<file path="config.mk">
export PLATFORM = sky130hd
export DESIGN_NAME = change_dispenser_flat
export DESIGN_NICKNAME = d
export VERILOG_FILES = /design/src/rtl/change_dispenser_if.sv /design/src/rtl/change_dispenser.sv /design/src/flat_wrapper.sv
export SDC_FILE = /design/constraint.sdc
export NUM_CORES = 1
export LEC_CHECK = 0
export CORE_ASPECT_RATIO = 1.25
export CORE_MARGIN = 1
export CORE_UTILIZATION = 58
export CTS_BUF_LIST = sky130_fd_sc_hd__clkbuf_16
export CTS_CLUSTER_DIAMETER = 30
export DETAILED_ROUTE_END_ITERATION = 16
export PLACE_DENSITY_LB_ADDON = 0.15
export SYNTH_ARGS = -nofsm -noshare
export SYNTH_HDL_FRONTEND = slang
export SYNTH_SLANG_ARGS = --single-unit
export TNS_END_PERCENT = 5
</file>
<file path="constraint.sdc">
create_clock -name clk -period 7.1 [get_ports clk]
set_clock_uncertainty 0.2 [all_clocks]
set_input_delay 2.13 -clock clk [delete_from_list [all_inputs] [get_ports clk]]
set_output_delay 2.13 -clock clk [all_outputs]
set_load 0.01 [all_outputs]
</file>
<file path="src/rtl/change_dispenser_if.sv">
// Purpose: groups the payout request, hopper handshake and status signals of the change dispenser.
// Latency: none, wiring only.
// Backpressure: hopper_ready/hopper_ack carry the hopper's backpressure to the dispenser.
// Ports (slave view): coins[7:0], start, hopper_ready, hopper_ack in;
//   eject_dollar/quarter/dime/nickel, clear_credit, busy, done, error, remaining[7:0] out.
interface change_dispenser_if;
  logic [7:0] coins;
  logic       start;
  logic       hopper_ready;
  logic       hopper_ack;
  logic       eject_dollar;
  logic       eject_quarter;
  logic       eject_dime;
  logic       eject_nickel;
  logic       clear_credit;
  logic       busy;
  logic       done;
  logic       error;
  logic [7:0] remaining;

  // master: the coin register / hopper side that drives requests and acks
  modport master (
    output coins, start, hopper_ready, hopper_ack,
    input  eject_dollar, eject_quarter, eject_dime, eject_nickel,
    input  clear_credit, busy, done, error, remaining
  );

  // slave: the dispenser itself
  modport slave (
    input  coins, start, hopper_ready, hopper_ack,
    output eject_dollar, eject_quarter, eject_dime, eject_nickel,
    output clear_credit, busy, done, error, remaining
  );
endinterface

</file>
<file path="src/rtl/change_dispenser.sv">
// Purpose: pays out a credit greedily as dollars, quarters, dimes and nickels through a coin hopper.
// Latency: per coin 1 SELECT cycle plus ISSUE cycles up to and including the ack; DONE adds 1 cycle.
// Backpressure: waits in SELECT while hopper_ready=0; gives up a coin after ACK_TIMEOUT cycles without ack.
// Ports: clk, reset (async active-low), io (change_dispenser_if.slave).
module change_dispenser #(
  parameter int ACK_TIMEOUT = 100
) (
  input logic            clk,
  input logic            reset,
  change_dispenser_if.slave io
);

  typedef enum logic [1:0] {IDLE, SELECT, ISSUE, DONE} state_t;

  // Last ISSUE cycle index; reaching it without an ack ends the payout.
  localparam logic [7:0] TMAX = 8'(ACK_TIMEOUT - 1);

  state_t     state, state_n;
  logic [7:0] rem_r, rem_n;
  logic [7:0] cnt_r, cnt_n;
  logic [3:0] ej_r, ej_n;     // {dollar, quarter, dime, nickel}
  logic       clr_r, clr_n;
  logic       err_r, err_n;
  logic       busy_r, done_r;
  logic [3:0] pick;
  logic [7:0] issue_val;

  // Largest coin not exceeding the remaining credit; only used when rem_r >= 5.
  always_comb begin
    pick = 4'b0001;
    if (rem_r >= 8'd100)     pick = 4'b1000;
    else if (rem_r >= 8'd25) pick = 4'b0100;
    else if (rem_r >= 8'd10) pick = 4'b0010;
  end

  // Value of the coin currently being requested, decoded from the eject register.
  always_comb begin
    case (ej_r)
      4'b1000: issue_val = 8'd100;
      4'b0100: issue_val = 8'd25;
      4'b0010: issue_val = 8'd10;
      4'b0001: issue_val = 8'd5;
      default: issue_val = 8'd0;
    endcase
  end

  always_comb begin
    state_n = state;
    rem_n   = rem_r;
    cnt_n   = cnt_r;
    ej_n    = ej_r;
    clr_n   = 1'b0;
    err_n   = err_r;
    case (state)
      IDLE: begin
        if (io.start) begin
          err_n = 1'b0;
          if (io.coins != 8'd0) begin
            rem_n   = io.coins;
            clr_n   = 1'b1;
            state_n = SELECT;
          end else begin
            state_n = DONE;
          end
        end
      end
      SELECT: begin
        if (rem_r == 8'd0) begin
          state_n = DONE;
        end else if (rem_r < 8'd5) begin
          // Residue that no coin can pay stays visible in remaining.
          err_n   = 1'b1;
          state_n = DONE;
        end else if (io.hopper_ready) begin
          ej_n    = pick;
          cnt_n   = 8'd0;
          state_n = ISSUE;
        end
      end
      ISSUE: begin
        // An ack on the final timeout cycle still counts as success.
        if (io.hopper_ack) begin
          rem_n   = rem_r - issue_val;
          ej_n    = 4'b0000;
          state_n = SELECT;
        end else if (cnt_r == TMAX) begin
          ej_n    = 4'b0000;
          err_n   = 1'b1;
          cnt_n   = 8'd0;
          state_n = DONE;
        end else begin
          cnt_n = cnt_r + 8'd1;
        end
      end
      DONE: begin
        state_n = IDLE;
      end
      default: begin
        state_n = IDLE;
        ej_n    = 4'b0000;
      end
    endcase
  end

  always_ff @(posedge clk or negedge reset) begin
    if (!reset) begin
      state  <= IDLE;
      rem_r  <= 8'd0;
      cnt_r  <= 8'd0;
      ej_r   <= 4'b0000;
      clr_r  <= 1'b0;
      err_r  <= 1'b0;
      busy_r <= 1'b0;
      done_r <= 1'b0;
    end else begin
      state  <= state_n;
      rem_r  <= rem_n;
      cnt_r  <= cnt_n;
      ej_r   <= ej_n;
      clr_r  <= clr_n;
      err_r  <= err_n;
      // busy and done are registered copies of the state they describe.
      busy_r <= (state_n == SELECT) || (state_n == ISSUE);
      done_r <= (state_n == DONE);
    end
  end

  assign io.eject_dollar  = ej_r[3];
  assign io.eject_quarter = ej_r[2];
  assign io.eject_dime    = ej_r[1];
  assign io.eject_nickel  = ej_r[0];
  assign io.clear_credit  = clr_r;
  assign io.busy          = busy_r;
  assign io.done          = done_r;
  assign io.error         = err_r;
  assign io.remaining     = rem_r;

endmodule

</file>
<file path="src/flat_wrapper.sv">
// flat-port wrapper written by rule: the top's interface ports become plain ports
module change_dispenser_flat 
#(
  parameter int ACK_TIMEOUT = 100
)
  (clk, reset, io_coins, io_start, io_hopper_ready, io_hopper_ack, io_eject_dollar, io_eject_quarter, io_eject_dime, io_eject_nickel, io_clear_credit, io_busy, io_done, io_error, io_remaining);
  change_dispenser_if io_i ();
  input logic clk;
  input logic reset;
  input wire logic [$bits(io_i.coins)-1:0] io_coins;
  input wire logic [$bits(io_i.start)-1:0] io_start;
  input wire logic [$bits(io_i.hopper_ready)-1:0] io_hopper_ready;
  input wire logic [$bits(io_i.hopper_ack)-1:0] io_hopper_ack;
  output wire logic [$bits(io_i.eject_dollar)-1:0] io_eject_dollar;
  output wire logic [$bits(io_i.eject_quarter)-1:0] io_eject_quarter;
  output wire logic [$bits(io_i.eject_dime)-1:0] io_eject_dime;
  output wire logic [$bits(io_i.eject_nickel)-1:0] io_eject_nickel;
  output wire logic [$bits(io_i.clear_credit)-1:0] io_clear_credit;
  output wire logic [$bits(io_i.busy)-1:0] io_busy;
  output wire logic [$bits(io_i.done)-1:0] io_done;
  output wire logic [$bits(io_i.error)-1:0] io_error;
  output wire logic [$bits(io_i.remaining)-1:0] io_remaining;
  assign io_i.coins = io_coins;
  assign io_i.start = io_start;
  assign io_i.hopper_ready = io_hopper_ready;
  assign io_i.hopper_ack = io_hopper_ack;
  assign io_eject_dollar = io_i.eject_dollar;
  assign io_eject_quarter = io_i.eject_quarter;
  assign io_eject_dime = io_i.eject_dime;
  assign io_eject_nickel = io_i.eject_nickel;
  assign io_clear_credit = io_i.clear_credit;
  assign io_busy = io_i.busy;
  assign io_done = io_i.done;
  assign io_error = io_i.error;
  assign io_remaining = io_i.remaining;
  change_dispenser #(.ACK_TIMEOUT(ACK_TIMEOUT)) u_core (.clk(clk), .reset(reset), .io(io_i));
endmodule
</file>
==> impl_metrics.json <==
{
  "cpPeakStageDelay_ps": 910,
  "cts_hold_buf": 0,
  "synth_top_area_share_pct": 34.81,
  "fp-row-count": 22,
  "start_kind": "input port",
  "grt_pass1_vias": 1724,
  "cap_violations": 0,
  "hold_slack_ps": 294.2,
  "rsz0062_at_grt": "no",
  "clock_path_buffers": 2,
  "reg2reg_depth": 6,
  "critical_path.endpoint": "u_core.io.remaining[3]$_DFFE_PN0P_",
  "fin_cells": 268,
  "n_antenna_cell": 0,
  "clk_pin_slew_ps": 60,
  "period_minus_slack_ps": 4754,
  "fin_setup_tns_ps": 0,
  "cts.sinks": 26,
  "cp_max_fo": 14,
  "hpwl_um": 3518,
  "grt_max_degree": 27,
  "yosysSeqAreaShare_pct": 34.81,
  "path_class": "in -> reg",
  "gp_congestion": 0.9127,
  "critPathTopFamily": "compound AO/OA/AOI/OAI gates",
  "via_count": 1775,
  "synth_seq_cells": 26,
  "cts_buffers": 3,
  "firstDrtPassIters": 4,
  "antenna_found_initial": 0,
  "coreArea_um2": 3000,
  "wl_per_cell_um": 17.90,
  "max_freq_mhz": 210.4,
  "hold_viol_final": 0,
  "netlist_area_um2": 1869,
  "port_buffers": 28,
  "cts_tree": "done",
  "grt_use_total_pct": 30.89,
  "crit_slowest_cell": "o21ai_0",
  "cp.arrival_ps": 4700,
  "yosysTopAreaCell": "dfrtp_1",
  "die-area_um2": 3455,
  "reg2reg_to": "u_core.io.remaining[3]$_DFFE_PN0P_",
  "finalCritPeriodShare_pct": 66.95,
  "rr_startpoint": "u_core.state[0]$_DFF_PN0_",
  "leakagePower_nw": 0.9308,
  "postCtsSetupBuffers": 0,
  "grt_overflow": 0,
  "via_per_inst": 6.623,
  "async_flop_share_pct": 100.0,
  "use_met1_pct": 33.73,
  "setup.worst_path.start": "io_coins[1]",
  "final_layout_size_suffix_gt1_share_pct": 6.034,
  "slew_headroom_pct": 24.12,
  "critPathBufInv": 2,
  "endpoint_kind": "flip-flop",
  "cellPowerDensity_nw_per_um2": 498.1,
  "busiest_layer": "met2",
  "synth_cell_types": 53,
  "root_buffer": "clkbuf_16",
  "met2_usage_pct": 55.06,
  "netlist_top_cells_area": "dfrtp_1 35%, ha_1 9.4%, o21ai_0 5.9%, nand2_1 4.8%, o31ai_1 4.0%",
  "drcViolationCount": 0,
  "syn_inst": 205,
  "ctsResizeCount": 0,
  "finalSetupViolCount": 0,
  "synth_ff_type": "dfrtp_1",
  "die_x_um": 52.78,
  "critical_path_depth": 6,
  "worstPathCellList": "clkdlybuf4s50_1 > nor4_1 > a21oi_1 > o21ai_0 > inv_1 > mux2_2",
  "synth_edf_count": 0,
  "clkLatencyLatePin_ps": 260,
  "htree_num_levels": 1,
  "routed_wl_um": 4797,
  "globalRouteMet3Util_pct": 4.167,
  "cp.required_ps": 7040,
  "io_pins": 29,
  "drtIter0Drc": 85,
  "nets": 261,
  "syn_nets": 233,
  "start_util_pct": 62.30,
  "slew_violations": 0,
  "antenna_left": 0,
  "syn_to_final_growth_pct": 20.62,
  "dp_cells": 264,
  "worstMarginPinSlew_ps": 1126,
  "reg2reg_slack_ps": 3980,
  "holdCritPathClass": "reg -> reg",
  "status": "finished, final reports clean",
  "grt_pass1_wl_um": 7838,
  "yosysWarnings": 0,
  "die_h_um": 65.47,
  "ir_drop_v": 0.0003761,
  "post_synth.cell_area_avg_um2": 9.119
}
## stage by stage
stage | setup WS (ps) | power (mW) | utilization [%] | cell area (um^2)
after floorplan | 3445 | 0.7615 | - | 1869
after global placement | 2322 | 0.9462 | 72.52 | 2176
after detailed placement | 2200 | 0.9850 | 72.52 | 2176
after CTS | 2407 | 1.113 | 75.15 | 2255
after global routing | 2059 | 1.212 | 75.15 | 2255
final | 2346 | 1.123 | 75.15 | 2255
## cell usage in the layout (no fill, tap or decap), types with 2 or more instances in the layout
cell / count
a21o_1: 2
nand3_1: 7
nand2_1: 24
or4_1: 4
o31ai_1: 10
and3_1: 3
a31oi_1: 6
mux2_2: 2
inv_1: 10
a211oi_1: 2
o21ai_0: 22
nor2_1: 10
clkbuf_16: 3
dfrtp_1: 26
nor4_1: 3
o211ai_1: 4
or4b_2: 2
nand4_1: 2
xor2_1: 2
a21oi_1: 6
clkdlybuf4s50_1: 28
xnor2_1: 2
mux2i_1: 2
nor2b_1: 4
ha_1: 14
nand2b_1: 3
## power by group
| group | leakage [nW] | internal [mW] | switching, mW |
|---|---|---|---|
| clock network | 0.0385 | 0.0753 | 0.0468 |
| registers | 0.334 | 0.201 | 0.0926 |
| logic | 0.559 | 0.322 | 0.385 |
| total | 0.931 | 0.598 | 0.525 |
## flip-flops by register name, summed over array words and instances, names as in the netlist
name                    count
u_core.cnt_r                8
u_core.state                2
u_core.io.remaining         8
u_core.io.clear_credit      1
u_core.io.done              1
u_core.ej_r                 4
u_core.io.busy              1
u_core.io.error             1
## kinds of logic (layout without fill, tap and decap cells)
kind of cell / after synthesis / after routing / share of synthesized area [%]
compound gates: 68 / 68 / 25.50
xor+xnor: 4 / 4 / 1.875
fa+ha+maj: 15 / 15 / 10.44
buf+inv: 15 / 42 / 3.012
flops: 26 / 26 / 34.81
mux: 5 / 5 / 2.878
simple gates: 72 / 72 / 21.49
## cell type report
type / instances / area, um^2
clock inverters: 1 / 3.754
well taps: 36 / 45.04
fillers: 215 / 745.7
clock buffers: 3 / 75.07
inverters: 10 / 37.54
flip-flops and latches: 26 / 650.6
multi-input cells: 164 / 1162
repair buffers: 28 / 280.3
## layer usage
metal	share of wire [%]	up-vias
met5	0	-
met2	53	60
li1	-	831
met3	3.2	18
met4	4.4	0
met1	39	866
## synth_stat cells (3+ instances only)
cell type  count
and3_1         3
ha_1          14
inv_1         10
dfrtp_1       26
nor4_1         3
a21oi_1        6
o211ai_1       4
nor2b_1        4
nor2_1        10
o21ai_0       22
nand2_1       24
o31ai_1       10
nand2b_1       3
nand3_1        7
or4_1          4
clkbuf_1       5
a31oi_1        6
## worst min path at each step
stage,start,end,cells after the start
after floorplan,u_core.cnt_r[1]$_DFFE_PN0P_,u_core.cnt_r[1]$_DFFE_PN0P_,2
after global placement,u_core.io.error$_DFFE_PN0P_,u_core.io.error$_DFFE_PN0P_,1
after detailed placement,u_core.io.error$_DFFE_PN0P_,u_core.io.error$_DFFE_PN0P_,1
after CTS,u_core.io.error$_DFFE_PN0P_,u_core.io.error$_DFFE_PN0P_,1
final,u_core.io.error$_DFFE_PN0P_,u_core.io.error$_DFFE_PN0P_,1
after global routing,u_core.io.error$_DFFE_PN0P_,u_core.io.error$_DFFE_PN0P_,1
No activity file was read; power rests on OpenSTA's default activity.
